$ cat src/rtl/bf16_pkg.sv
// bfloat16 format constants and shared types for the multiply stage of the
// fused multiply-add datapath.
package bf16_pkg;

    localparam int BF16_W      = 16;
    localparam int BF16_EXP_W  = 8;
    localparam int BF16_MAN_W  = 7;
    localparam int BF16_BIAS   = 127;
    localparam int BF16_EXP_MAX = 255;
    localparam logic [15:0] BF16_QNAN = 16'h7FC0;

    typedef struct packed {
        logic is_zero;
        logic is_inf;
        logic is_nan;
    } bf16_class_t;

    typedef struct packed {
        logic                  sign;
        logic [BF16_EXP_W-1:0] exp;
        logic [BF16_MAN_W-1:0] man;
    } bf16_fields_t;

    // Stage-2 payload: raw significand product and unnormalised exponent
    typedef struct packed {
        logic        sign;
        logic [15:0] mp;
        logic [9:0]  es;
        bf16_class_t ca;
        bf16_class_t cb;
        logic [15:0] c;
    } bf16_s2_t;

    typedef struct packed {
        logic [15:0] prod;
        logic [15:0] addend;
        logic        ovf;
        logic        unf;
    } bf16_s3_t;

    // Subnormals are treated as zero
    function automatic bf16_class_t bf16_classify(input bf16_fields_t f);
        bf16_class_t cl;
        cl.is_zero = (f.exp == 8'h00);
        cl.is_inf  = (f.exp == 8'hFF) && (f.man == 7'h00);
        cl.is_nan  = (f.exp == 8'hFF) && (f.man != 7'h00);
        return cl;
    endfunction

endpackage

$ cat src/rtl/bf16_pipe_slice.sv
// Valid/ready register slice; loads whenever empty or downstream accepts,
// so bubbles collapse and held data stays stable.
module bf16_pipe_slice #(
    parameter int W = 16
) (
    input  logic         clk,
    input  logic         rst_n,
    input  logic         in_valid,
    output logic         in_ready,
    input  logic [W-1:0] in_data,
    output logic         out_valid,
    input  logic         out_ready,
    output logic [W-1:0] out_data
);

    logic         valid_r;
    logic [W-1:0] data_r;

    assign in_ready  = !valid_r || out_ready;
    assign out_valid = valid_r;
    assign out_data  = data_r;

    // Stage register: capture on load, hold otherwise
    always_ff @(posedge clk or negedge rst_n) begin
        if (!rst_n) begin
            valid_r <= 1'b0;
            data_r  <= '0;
        end else if (in_ready) begin
            valid_r <= in_valid;
            if (in_valid) begin
                data_r <= in_data;
            end
        end
    end

endmodule

$ cat src/rtl/bf16_mul_pipe.sv
// Three-stage bfloat16 multiplier feeding the FMA adder; the addend rides
// alongside the product so the adder sees an aligned {prod, addend} pair.
module bf16_mul_pipe
    import bf16_pkg::*;
(
    input  logic        clk,
    input  logic        rst_n,
    input  logic        in_valid,
    output logic        in_ready,
    input  logic [15:0] a,
    input  logic [15:0] b,
    input  logic [15:0] c,
    output logic        out_valid,
    input  logic        out_ready,
    output logic [15:0] prod,
    output logic [15:0] addend,
    output logic        ovf,
    output logic        unf
);

    localparam logic [9:0] ES_BIAS = 10'(BF16_BIAS);
    localparam logic [9:0] ES_MAX  = 10'(BF16_EXP_MAX);

    logic         v1_s, v2_s, rdy2_s, rdy3_s;
    logic [47:0]  d1_s;
    bf16_fields_t fa_s, fb_s;
    bf16_s2_t     s2_in_s, s2_q_s;
    bf16_s3_t     s3_in_s, s3_q_s;
    logic [9:0]   es_n_s;
    logic [6:0]   man_s;

    bf16_pipe_slice #(.W(48)) u_s1 (
        .clk(clk), .rst_n(rst_n),
        .in_valid(in_valid), .in_ready(in_ready), .in_data({a, b, c}),
        .out_valid(v1_s), .out_ready(rdy2_s), .out_data(d1_s)
    );

    assign fa_s = d1_s[47:32];
    assign fb_s = d1_s[31:16];

    // Classify operands, multiply significands, form biased exponent sum
    always_comb begin
        s2_in_s      = '0;
        s2_in_s.sign = fa_s.sign ^ fb_s.sign;
        s2_in_s.mp   = {8'h00, 1'b1, fa_s.man} * {8'h00, 1'b1, fb_s.man};
        s2_in_s.es   = {2'b00, fa_s.exp} + {2'b00, fb_s.exp} - ES_BIAS;
        s2_in_s.ca   = bf16_classify(fa_s);
        s2_in_s.cb   = bf16_classify(fb_s);
        s2_in_s.c    = d1_s[15:0];
    end

    bf16_pipe_slice #(.W($bits(bf16_s2_t))) u_s2 (
        .clk(clk), .rst_n(rst_n),
        .in_valid(v1_s), .in_ready(rdy2_s), .in_data(s2_in_s),
        .out_valid(v2_s), .out_ready(rdy3_s), .out_data(s2_q_s)
    );

    // Normalise (truncating) and resolve special cases in priority order
    always_comb begin
        s3_in_s        = '0;
        s3_in_s.addend = s2_q_s.c;
        if (s2_q_s.mp[15]) begin
            man_s  = s2_q_s.mp[14:8];
            es_n_s = s2_q_s.es + 10'd1;
        end else begin
            man_s  = s2_q_s.mp[13:7];
            es_n_s = s2_q_s.es;
        end
        if (s2_q_s.ca.is_nan || s2_q_s.cb.is_nan ||
            (s2_q_s.ca.is_inf && s2_q_s.cb.is_zero) ||
            (s2_q_s.cb.is_inf && s2_q_s.ca.is_zero)) begin
            s3_in_s.prod = BF16_QNAN;
        end else if (s2_q_s.ca.is_inf || s2_q_s.cb.is_inf) begin
            s3_in_s.prod = {s2_q_s.sign, 8'hFF, 7'h00};
        end else if (s2_q_s.ca.is_zero || s2_q_s.cb.is_zero) begin
            s3_in_s.prod = {s2_q_s.sign, 15'h0000};
        end else if ($signed(es_n_s) >= $signed(ES_MAX)) begin
            s3_in_s.prod = {s2_q_s.sign, 8'hFF, 7'h00};
            s3_in_s.ovf  = 1'b1;
        end else if ($signed(es_n_s) <= $signed(10'd0)) begin
            s3_in_s.prod = {s2_q_s.sign, 15'h0000};
            s3_in_s.unf  = 1'b1;
        end else begin
            s3_in_s.prod = {s2_q_s.sign, es_n_s[7:0], man_s};
        end
    end

    bf16_pipe_slice #(.W($bits(bf16_s3_t))) u_s3 (
        .clk(clk), .rst_n(rst_n),
        .in_valid(v2_s), .in_ready(rdy3_s), .in_data(s3_in_s),
        .out_valid(out_valid), .out_ready(out_ready), .out_data(s3_q_s)
    );

    assign prod   = s3_q_s.prod;
    assign addend = s3_q_s.addend;
    assign ovf    = s3_q_s.ovf;
    assign unf    = s3_q_s.unf;

endmodule

$ cat config.mk
export PLATFORM = sky130hd
export DESIGN_NAME = bf16_mul_pipe
export DESIGN_NICKNAME = d
export VERILOG_FILES = /design/src/rtl/bf16_pkg.sv /design/src/rtl/bf16_pipe_slice.sv /design/src/rtl/bf16_mul_pipe.sv
export SDC_FILE = /design/constraint.sdc
export NUM_CORES = 1
export LEC_CHECK = 0
export ABC_AREA = 1
export CORE_ASPECT_RATIO = 1.1
export CORE_MARGIN = 5
export CORE_UTILIZATION = 40
export CTS_BUF_LIST = sky130_fd_sc_hd__clkbuf_16
export DETAILED_ROUTE_END_ITERATION = 8
export DONT_BUFFER_PORTS = 1
export PLACE_DENSITY = 0.51
export SLEW_MARGIN = 20
export SYNTH_ARGS = -nofsm -noshare
export SYNTH_HDL_FRONTEND = slang
export SYNTH_SLANG_ARGS = --single-unit
$ cat constraint.sdc
create_clock -name clk -period 10.1 [get_ports clk]
set_input_delay 1.515 -clock clk [delete_from_list [all_inputs] [get_ports clk]]
set_output_delay 1.515 -clock clk [all_outputs]
set_load 0.01 [all_outputs]
# [Word-level counts from Yosys, hierarchy flattened]
# Index checks and enable logic that the tools add are counted.
[word_totals] latch_bits=0 ram_bits=0 input_bits=52 n_memories=0 word_cells=54 romBits=0 reg_bits=134
[classes] n_mul=1 add_sub_neg=3 n_bitwise=1 n_reduce_logical=26 shift=0 div=0 n_eq_ne=2 order_cmp=2 n_mux=13
[op_table] op="$mux W15" count=4
[op_table] op="$eq A8 B8 Y1 const B" count=2
[op_table] op="$logic_not A8 Y1" count=2
[op_table] op="$mul A8 B8 Y16" count=1
[op_table] op="$mux W16" count=1
[op_table] op="$logic_not A7 Y1" count=2
[op_table] op="$reduce_bool A7 Y1" count=2
[op_table] op="$add A10 B1 Y10 const B" count=1
[op_table] op="$ge A10 B9 Y1 const B" count=1
[op_table] op="$le A10 B1 Y1 const B" count=1
[op_table] op="$mux W10" count=1
[op_table] op="$sub A9 B7 Y10 const B" count=1
[op_table] op="$add A8 B8 Y9" count=1
[op_table] op="$logic_or A1 B1 Y1" count=8
[op_table] op="$mux W7" count=1
[op_table] op="$logic_and A1 B1 Y1" count=6
[op_table] op="$mux W2" count=3
[op_table] op="$reduce_and A2 Y1" count=3
[op_table] op="$logic_not A1 Y1" count=3
[op_table] op="$mux W1" count=3
[op_table] op="$xor A1 B1 Y1" count=1

# [Longest topological paths before layout]
# Gate-level depths: netlist of the first run.
[logic_depth] word_depth=8 ltp_mapped=21 ltp_nobuf=20

# [Modules after synthesis]
# A second synthesis of the first run with hierarchy kept.
[hier_totals] hier_cells=1095 hier_area_um2=8660.8
[by_module_without_submodules] module="bf16_mul_pipe" seq_area_each_um2=0.0 cells_per_inst=515 instances=1 area_each_um2=3333.2
[by_module_without_submodules] module="bf16_pipe_slice (u_s2)" seq_area_each_um2=1251.2 cells_per_inst=217 instances=1 area_each_um2=1991.9
[by_module_without_submodules] module="bf16_pipe_slice (u_s1)" seq_area_each_um2=1226.2 cells_per_inst=212 instances=1 area_each_um2=1928.1
[by_module_without_submodules] module="bf16_pipe_slice (u_s3)" seq_area_each_um2=875.8 cells_per_inst=151 instances=1 area_each_um2=1407.6

# [Worst setup path before layout of the first run]
# No wires, ideal clock.
[synth_timing] path_kind="reg-to-reg" from="register u_s1.data_r[22] (netlist: u_s1.out_data[22])" to="register u_s2.data_r[47] (netlist: u_s2.out_data[47])" required_ns=9.982 stages_incl_launch_ff=17 arrival_ns=4.073 slack_ns=5.910 period_less_slack_ns=4.190 path_buffers=1 cell_sequence="dfrtp_1 clkbuf_1 nand2_1 fa_1 inv_1 fa_1 fa_1 inv_1 fa_1 inv_1 ha_1 a21oi_1 o21ai_0 a211oi_1 nand3_1 nand3_1 nand2_1"
[synth_via] elab_chain_len=1
[synth_rtl] element="start, declared" line="bf16_pipe_slice.sv:17" rtl="logic [W-1:0] data_r;"
[synth_rtl] element="start signal, assigned" line="bf16_pipe_slice.sv:31" rtl="data_r <= in_data;"
[synth_rtl] element="$mul A8 B8 Y16" line="bf16_mul_pipe.sv:45" rtl="s2_in_s.mp = {8'h00, 1'b1, fa_s.man} * {8'h00, 1'b1, fb_s.man};"
[synth_rtl] element="end signal, assigned" line="bf16_pipe_slice.sv:31"
[synth_rtl] element="end, declared" line="bf16_pipe_slice.sv:17"
# Every way passes these cells.
# A chain may end at the register's enable or synchronous reset.

# [Final worst setup path of the first run]
# Same ends and word-level chain as after synthesis.

==> flow_metrics.tcl, run 1 <==
set metrics [dict create \
    syn-num-nets 1094 \
    wl_mm 17.84 \
    clk_transition_reported_paths_ps 60 \
    ys_ff_latch 127 \
    die_area_sq_um 22740 \
    antenna_left 0 \
    finish.instance_area_sq_um 8678 \
    hold_viol 0 \
    power.density_nw_per_um2 389.4 \
    cp_max_fo 10 \
    place_area_sq_um 8107 \
    worstPathArrival_ps 4660 \
    ctsHoldBuffers 0 \
    synth.distinct_cells 42 \
    first_global_vias 5840 \
    power_mw 3.380 \
    period_needed_ps 4366 \
    cts_resized 0 \
    layout_common_cells "nand2_1 (246), inv_1 (162), dfrtp_1 (127), nor2_1 (72), a21oi_1 (53)" \
    synth-seq-area-share_pct 40.09 \
    synthArstFlopShare_pct 100.0 \
    io_pins 88 \
    h-tree-depth 4 \
    synth_edf_count 0 \
    worstSetupEndpointType "flip-flop" \
    wl_met1_mm 8.529 \
    multi_input_area_sq_um 3979 \
    clock_insertion_delay_worst_skew_ps 420 \
    yosysTopAreaCellShare_pct 40.09 \
    yosys.area.top_type "dfrtp_1" \
    regArea_sq_um 3178 \
    holdWs_ps 466.7 \
    cts-root-buf "clkbuf_16" \
    syn_inst 958 \
    route.met2.wl_mm 8.307 \
    ys_warn_count 0 \
    min_from "u_s2.out_data[4]" \
    place_ws_ps 5705 \
    die_w_um 144.2 \
    hold_class "reg2reg" \
    reg2regPathDepth 15 \
    worstMarginPinSlew_ps 999.0 \
    fin_util_pct 44.14 \
    leakage_nw 4.664 \
    die_y_um 157.7 \
    min_to "u_s3.out_data[6]" \
    core_region_area_sq_um 19660 \
    drtPass1Iterations 4 \
    dp_cells 1178 \
    crit_required_ps 10400 \
    start_kind "flip-flop" \
    via_per_inst 4.802 \
    finalSetupViolCount 0 \
    highest_layer "met5" \
    route.detailed.drc 0 \
    timing.final.ws_setup_ps 5734 \
    grtUsageTotal_pct 16.56 \
    rr_startpoint "u_s1.out_data[22]" \
    nets 1081 \
    slew_violations 0 \
    max_slew_margin_pct 33.17 \
    cts_tree "built" \
    syn_avg_cell_area_sq_um 8.275 \
    swShare_pct 47.75 \
    finalSetupTns_ps 0 \
    min_path_cells 2 \
    antenna_found_initial 1 \
    routabilityCongestion 0.8325 \
    layout_commonest_cell "nand2_1" \
    maxCapViolCount 0 \
    syn-cell-area_sq_um 7928 \
    clock.fmax_ghz 0.2290 \
    rsz0062_at_grt "no" \
    p_int_mw 1.766 \
    initial_utilization_pct 40.32 \
    irDropWorstVdd_uv 189.1 \
    cts_setup_buffers 0 \
    cts_made_buffers 17 \
    combPwrFrac_pct 56.9 \
    rows 54 \
    r2r-end "u_s2.out_data[47]" \
    fin_crit_sh_pct 43.23 \
    vias 5815 \
    clock_skew_ps 13.23 \
    drt_iter0_drc 212 \
    overflow 0 \
    drive_above_1_share_pct 8.559 \
    critPathKind "reg2reg" \
    met3RoutedLength_um 670 \
    grt_max_degree 128 \
    r2r_slack_ps 5730 \
    dp_hpwl_mm 13.50 \
    grt_pass1_wl_mm 29.94 \
    ctsLongestPathBuffers 2 \
    cts.sinks 127 \
    ys_top_cells_by_area "dfrtp_1 (40%), nand2_1 (12%), fa_1 (9.1%), inv_1 (7.7%), ha_1 (7.6%)" \
    fillers 2014 \
    syn_to_final_growth_pct 9.470 \
    synth_flop_cell "dfrtp_1" \
    port_buffers 0 \
    p_switching_mw 1.614 \
    power_frac_seq_pct 25.4 \
    status "finished, final reports clean" \
    pwr-share-clk_pct 17.7 \
    wire_per_inst_um 14.73 \
    final_cells 1211 \
]
[synthesized netlist by cell type, types with 3 or more instances]
library cell / n
nand2_1: 248
inv_1: 162
dfrtp_1: 127
nor2_1: 72
a21oi_1: 53
ha_1: 48
nand3_1: 42
fa_1: 36
o21ai_0: 35
clkbuf_1: 21
mux2_2: 14
nand4_1: 13
buf_2: 11
nand2_2: 7
or2_2: 7
o21ai_2: 5
mux2i_1: 4
nand3b_1: 4
nor2_2: 4
nor3_1: 4
nor4_1: 4
o22ai_1: 4
xnor2_1: 4
nor2_4: 3
o31ai_1: 3
xor2_1: 3
[routing by layer]
layer	global-route usage (%)	vias to the layer above
met1	22.87	2738
met3	3.444	21
met5	0	-
met2	26.52	85
met4	4.798	2
li1	-	2969
[sequential cells by signal, summed over array words and instances (netlist names)]
register and flops:
u_s2.out_valid 1, u_s3.out_data 34, u_s2.out_data 42, u_s1.out_valid 1, u_s1.out_data 48, u_s3.out_valid 1
[worst max-delay path, stage by stage, from the launching register on]
cell and delay, ps:
dfrtp_1 530, nand2_1 120, fa_1 520, inv_1 60
fa_1 500, fa_1 540, inv_1 50, fa_1 520
inv_1 40, ha_1 340, a21oi_1 280, o21ai_0 170
a211oi_1 310, nand3_1 110, nand3_1 90, nand2_1 60
[cells by family (layout without fill, tap and decap cells)]
group | after synthesis | after routing | synth area share [%]
AO/OA/AOI/OAI | 110 | 110 | 7.639
XOR/XNOR | 7 | 7 | 0.7734
adder cells (fa/ha/maj) | 84 | 84 | 16.67
buffers and inverters | 198 | 198 | 9.785
flip-flops | 127 | 127 | 40.09
multiplexers | 18 | 18 | 2.494
other | 0 | 1 | 0
AND/OR/NAND/NOR | 414 | 414 | 22.55
[worst max path at each step]
| stage | from | end | slack [ps] | depth (start not counted) |
|---|---|---|---|---|
| 6_report | u_s1.out_data[22] | u_s2.out_data[47] | 5730 | 15 |
| 5_1_grt | u_s1.out_data[22] | u_s2.out_data[47] | 5380 | 15 |
| 4_1_cts | u_s1.out_data[22] | u_s2.out_data[47] | 5690 | 15 |
| 3_5_place_dp | u_s1.out_data[22] | u_s2.out_data[47] | 5710 | 15 |
| 3_3_place_gp | u_s1.out_data[22] | u_s2.out_data[47] | 5730 | 15 |
| 2_1_floorplan | u_s1.out_data[22] | u_s2.out_data[47] | 5910 | 16 |
[layout make-up]
cell class                 count  share of cell area (%)
sequential                   127                   36.62
clock buffer                  17                   4.902
inverter                     163                   7.050
tap                          252                   3.633
multi-input combinational    633                   45.85
timing repair buffer           3                  0.2595
clock inverter                15                   1.658
antenna                        1                 0.02884
[power by group through the flow]
stage                     sequential [mW]  combinational (mW)  clock (mW)
final                               0.857                1.92       0.598
after global routing                0.883                2.28       0.634
after CTS                           0.863                1.95       0.612
after detailed placement            0.871                1.93           0
after global placement              0.868                1.94           0
after floorplan                     0.798                1.58           0
(Power assumes the default switching activity.)
==> run 2: changes to the inputs <==
Settings changed: PLACE_DENSITY 0.51 to 0.53.
Clock period 10.1 ns to 3.8 ns, I/O delays scaled along.
==> run 2 against run 1 <==
The flow now finishes with violations (negative setup slack). Cell count up 3.9%. Global-route usage fell by 0.090 points. Worst hold slack got worse by 380 ps. Routed wire length is 0.24% lower. Utilization up 2.9 points. Clock skew decreased by 4.0 ps. First-iteration DRC count is 5.2% higher. Clock-buffer cell count is the same. Die area is the same. Register-to-register slack lost 5800 ps. Worst setup slack got worse by 5800 ps. Critical path depth fell by 1. Critical path type unchanged.
==> flow_metrics.tcl, run 2 (synthesis results as in run 1) <==
set metrics [dict create \
    antenna_found_initial 2 \
    hold_class "in2async" \
    cp_max_fo 4 \
    drt_iter0_drc 223 \
    violations "negative setup slack" \
    fin_util_pct 47.03 \
    max_slew_margin_pct 44.58 \
    die_w_um 144.2 \
    drive_above_1_share_pct 17.30 \
    grtUsageTotal_pct 16.47 \
    h-tree-depth 4 \
    critPathKind "reg2reg" \
    route.met2.wl_mm 8.238 \
    worstMarginPinSlew_ps 830.3 \
    wl_mm 17.79 \
    die_area_sq_um 22740 \
    cts_made_buffers 17 \
    largest_register_ffs 48 \
    io_pins 88 \
    die_y_um 157.7 \
    final_cells 1258 \
    route.detailed.drc 0 \
    n_antenna_cell 0 \
    timing.final.ws_setup_ps -28.43 \
    met3RoutedLength_um 971 \
    fin_crit_sh_pct 100.7 \
    clk_transition_reported_paths_ps 60 \
    layout_common_cells "nand2_1 (238), inv_1 (160), dfrtp_1 (118), nor2_1 (68), buf_4 (50)" \
    wire_per_inst_um 14.14 \
    first_global_vias 5955 \
    highest_layer "met5" \
    antenna_left 0 \
    finalSetupTns_ps -35.01 \
    finish.instance_area_sq_um 9246 \
    finalSetupViolCount 2 \
    slowest_stage "fa_1" \
    syn_to_final_growth_pct 16.64 \
    port_buffers 0 \
    status "complete, but fails checks" \
    routabilityCongestion 0.8814 \
    layout_commonest_cell "nand2_1" \
    clock_insertion_delay_worst_skew_ps 420 \
    dp_cells 1215 \
    rows 54 \
    grt_pass1_wl_mm 29.95 \
    period_needed_ps 3828 \
    grt_max_degree 128 \
    clock_skew_ps 9.193 \
    core_region_area_sq_um 19660 \
    cts_tree "built" \
    nets 1129 \
    rsz0062_at_grt "yes" \
    initial_utilization_pct 40.32 \
    cp_common_cell "fa_1" \
    via_per_inst 4.741 \
    cts-root-buf "clkbuf_16" \
    dp_hpwl_mm 13.29 \
    cts.sinks 127 \
    drtPass1Iterations 4 \
    path_cells "buf_4, nand2_1, fa_1, fa_1, fa_1, inv_1, fa_1, ha_4, a21o_1, a31oi_2, a21boi_4, nand3_1, nand2_1, o21ai_1" \
    slew_violations 0 \
    wl_met1_mm 8.226 \
    place_area_sq_um 8434 \
    fillers 1970 \
    worstSetupEndpointType "flip-flop" \
    hold_viol 0 \
    clock.fmax_ghz 0.2612 \
    worstPathArrival_ps 4130 \
    overflow 0 \
    ctsLongestPathBuffers 2 \
    crit_required_ps 4100 \
    cpPeakStageDelay_ps 520 \
    maxCapViolCount 0 \
    vias 5964 \
    start_kind "flip-flop" \
]
## run 2: critical path, delay by kind of cell, from the launching register on
family / cells / cell delay (ps)
adder cells (fa/ha/maj): 5 / 2180
AO/OA/AOI/OAI: 4 / 700
AND/OR/NAND/NOR: 3 / 230
flip-flops: 1 / 410
buffers and inverters: 2 / 200
## run 2: per-stage QoR
stage	worst slack (ps)	hold slack [ps]
2_1_floorplan	-44.66	274.4
3_3_place_gp	-147.4	277.8
3_5_place_dp	-212.7	277.4
4_1_cts	-11.82	133.0
5_1_grt	-239.8	156.0
6_report	-28.43	87.11
## run 2: worst paths after layout
kind | start | to | slack [ps] | depth (start not counted)
min in group clk | b[3] | u_s1.out_data[19] | 300 | 1
min | rst_n | u_s3.out_data[26] | 90 | 1
max | u_s1.out_data[38] | u_s2.out_data[44] | -30 | 14
max reg2reg | u_s1.out_data[38] | u_s2.out_data[44] | -30 | 14
max in group asynchronous | rst_n | u_s1.out_data[34] | 3160 | 1
min reg2reg | u_s2.out_data[0] | u_s3.out_data[2] | 470 | 2
## run 2: timing repair
| action | in CTS | in global routing |
|---|---|---|
| cloned | 0 | 0 |
| buffers inserted | 9 | 1 |
| pin swaps | 18 | 7 |
| setup endpoints to repair | 9 | 9 |
| endpoints found under the hold margin | 127 | 0 |
| gates resized for setup | 27 | 23 |
| hold buffers | 1 | 0 |
## run 2: layout make-up
| cell class | instances | area, sq um | share of cell area (%) |
|---|---|---|---|
| clock buffer | 17 | 425.4 | 4.601 |
| clock inverter | 15 | 111.4 | 1.204 |
| inverter | 163 | 611.8 | 6.617 |
| multi-input combinational | 633 | 4190 | 45.32 |
| sequential | 127 | 3189 | 34.49 |
| tap | 252 | 315.3 | 3.410 |
| timing repair buffer | 51 | 402.9 | 4.357 |
## run 2: layer usage
metal	track usage (%)	vias up
met3	5.136	27
met1	21.78	2785
li1	-	3054
met4	5.331	4
met5	0	-
met2	25.94	94
Power of run 2 is not shown: default switching activity piles up to over one toggle a cycle in this logic, so the estimate is an artifact.
==> run 3: changes to the inputs <==
Settings changed: CORE_UTILIZATION 40 to 25, PLACE_DENSITY 0.53 to 0.37.
==> run 3 against run 2 <==
The flow still finishes with violations (negative setup slack). Final area is 2.3% higher. Register-to-register slack got worse by 50 ps. First-iteration DRC count up 27%. Fmax decreased by 1.4%. Clock skew up 7.2 ps.
==> flow_metrics.tcl, run 3 (synthesis results as in run 1) <==
set metrics [dict create \
    ctsLongestPathBuffers 2 \
    hold_viol 0 \
    fin_util_pct 30.21 \
    largest_register_ffs 48 \
    wire_per_inst_um 14.43 \
    die_y_um 196.8 \
    violations "negative setup slack" \
    cts-root-buf "clkbuf_16" \
    core_region_area_sq_um 31310 \
    finalSetupTns_ps -237.5 \
    path_cells "nand2_2, inv_2, fa_1, inv_2, fa_1, inv_1, fa_1, inv_1, fa_1, inv_2, ha_4, nand2_1, o21ai_0, a21boi_2, a21oi_1, o21ai_1" \
    r2r_slack_ps -80 \
    reg2regPathDepth 16 \
    grt_pass1_wl_mm 34.46 \
    antenna_left 0 \
    drive_above_1_share_pct 17.83 \
    port_buffers 0 \
    route.met2.wl_mm 9.177 \
    dp_hpwl_mm 15.74 \
    crit_start "u_s1.out_data[20]" \
    initial_utilization_pct 25.32 \
    fin_crit_sh_pct 102.2 \
    clock_skew_ps 16.43 \
    rr_startpoint "u_s1.out_data[20]" \
    max_slew_margin_pct 35.07 \
    die_w_um 179.8 \
    routabilityCongestion 0.8039 \
    worstMarginPinSlew_ps 970.6 \
    wl_met1_mm 10.22 \
    worstSetupEndpointType "flip-flop" \
    route.detailed.drc 0 \
    die_area_sq_um 35380 \
    antenna_found_initial 2 \
    slowest_stage "fa_1" \
    via_per_inst 4.188 \
    drtPass1Iterations 4 \
    path_depth 16 \
    cts.sinks 127 \
    clock.fmax_ghz 0.2575 \
    critPathKind "reg2reg" \
    highest_layer "met5" \
    crit_required_ps 4100 \
    slew_violations 0 \
    clk_transition_reported_paths_ps 60 \
    wl_mm 20.55 \
    vias 5963 \
    nets 1128 \
    layout_common_cells "nand2_1 (238), inv_1 (152), dfrtp_1 (119), nor2_1 (67), a21oi_1 (49)" \
    syn_to_final_growth_pct 19.33 \
    crit_end "u_s2.out_data[44]" \
    hold_class "in2async" \
    timing.final.ws_setup_ps -82.88 \
    r2r-end "u_s2.out_data[44]" \
    worstPathArrival_ps 4190 \
    finalSetupViolCount 4 \
    crit_buf_inv 5 \
    drt_iter0_drc 284 \
    met3RoutedLength_um 913 \
    cp_common_cell "fa_1" \
    n_antenna_cell 0 \
    rows 68 \
    cpPeakStageDelay_ps 540 \
    overflow 0 \
    period_needed_ps 3883 \
    layout_commonest_cell "nand2_1" \
    cp_max_fo 7 \
    rsz0062_at_grt "yes" \
    grtUsageTotal_pct 11.98 \
    cts_tree "built" \
    first_global_vias 6207 \
    h-tree-depth 4 \
    clock_insertion_delay_worst_skew_ps 420 \
    final_cells 1424 \
    dp_cells 1387 \
    grt_max_degree 128 \
    maxCapViolCount 0 \
    status "complete, but fails checks" \
    crit_family "adder cells" \
    start_kind "flip-flop" \
    cts_made_buffers 17 \
    io_pins 88 \
]
run 3: cell count changes in the layout (fill, tap and decap cells not counted), moves of 2 or more:
cell,previous run,this run
buf_4,50,46
buf_6,0,3
bufinv_16,0,2
clkinv_1,2,0
clkinv_2,0,5
clkinv_4,2,5
clkinvlp_4,4,1
ha_4,7,5
inv_1,160,152
inv_2,4,11
inv_6,6,1
run 3: what timing repair did:
action | CTS | global route
pin swaps | 15 | 16
resized for setup | 33 | 23
setup buffers | 4 | 3
gates cloned | 0 | 0
endpoints found under the setup margin | 9 | 9
hold endpoints to repair | 127 | 0
hold buffers | 1 | 0
run 3: layer usage:
| metal | global-route usage, % | vias to the layer above |
|---|---|---|
| met5 | 0 | - |
| met3 | 3.101 | 20 |
| li1 | - | 3071 |
| met4 | 2.794 | 4 |
| met2 | 18.75 | 93 |
| met1 | 16.75 | 2775 |
run 3: worst min path at each step:
stage / depth (start not counted) / slack (ps) / end
finish: 1 / 60 / u_s3.out_data[29]
global route: 1 / 130 / u_s3.out_data[28]
CTS: 1 / 160 / u_s3.out_data[21]
detailed placement: 0 / 290 / u_s3.out_data[21]
global placement: 0 / 290 / u_s3.out_data[21]
floorplan: 0 / 270 / u_s1.out_data[0]
run 3: cell type report:
class                           count  area [sq um]
Multi-Input combinational cell    633          4158
Fill cell                        3477         21850
Clock buffer                       17         425.4
Timing Repair Buffer               50         406.6
Clock inverter                     14         145.1
Inverter                          163         611.8
Tap cell                          420         525.5
Sequential cell                   127          3188
run 3: per-stage QoR:
stage | hold WS (ps) | setup slack [ps] | area, sq um
2_1_floorplan | 274.4 | -44.66 | 8010
3_3_place_gp | 285.2 | -188.3 | 8670
3_5_place_dp | 285.3 | -215.7 | 8670
4_1_cts | 155.5 | -82.45 | 9399
5_1_grt | 129.7 | -267.8 | 9460
6_report | 62.82 | -82.88 | 9460
run 3: worst reg2reg max path: cells and delay by family, from the launching register on:
family	cells	cell delay [ps]
compound gates	4	590
fa+ha+maj	5	2320
buf+inv	5	210
flops	1	450
simple gates	2	210
Power of run 3 is left out for the same reason.
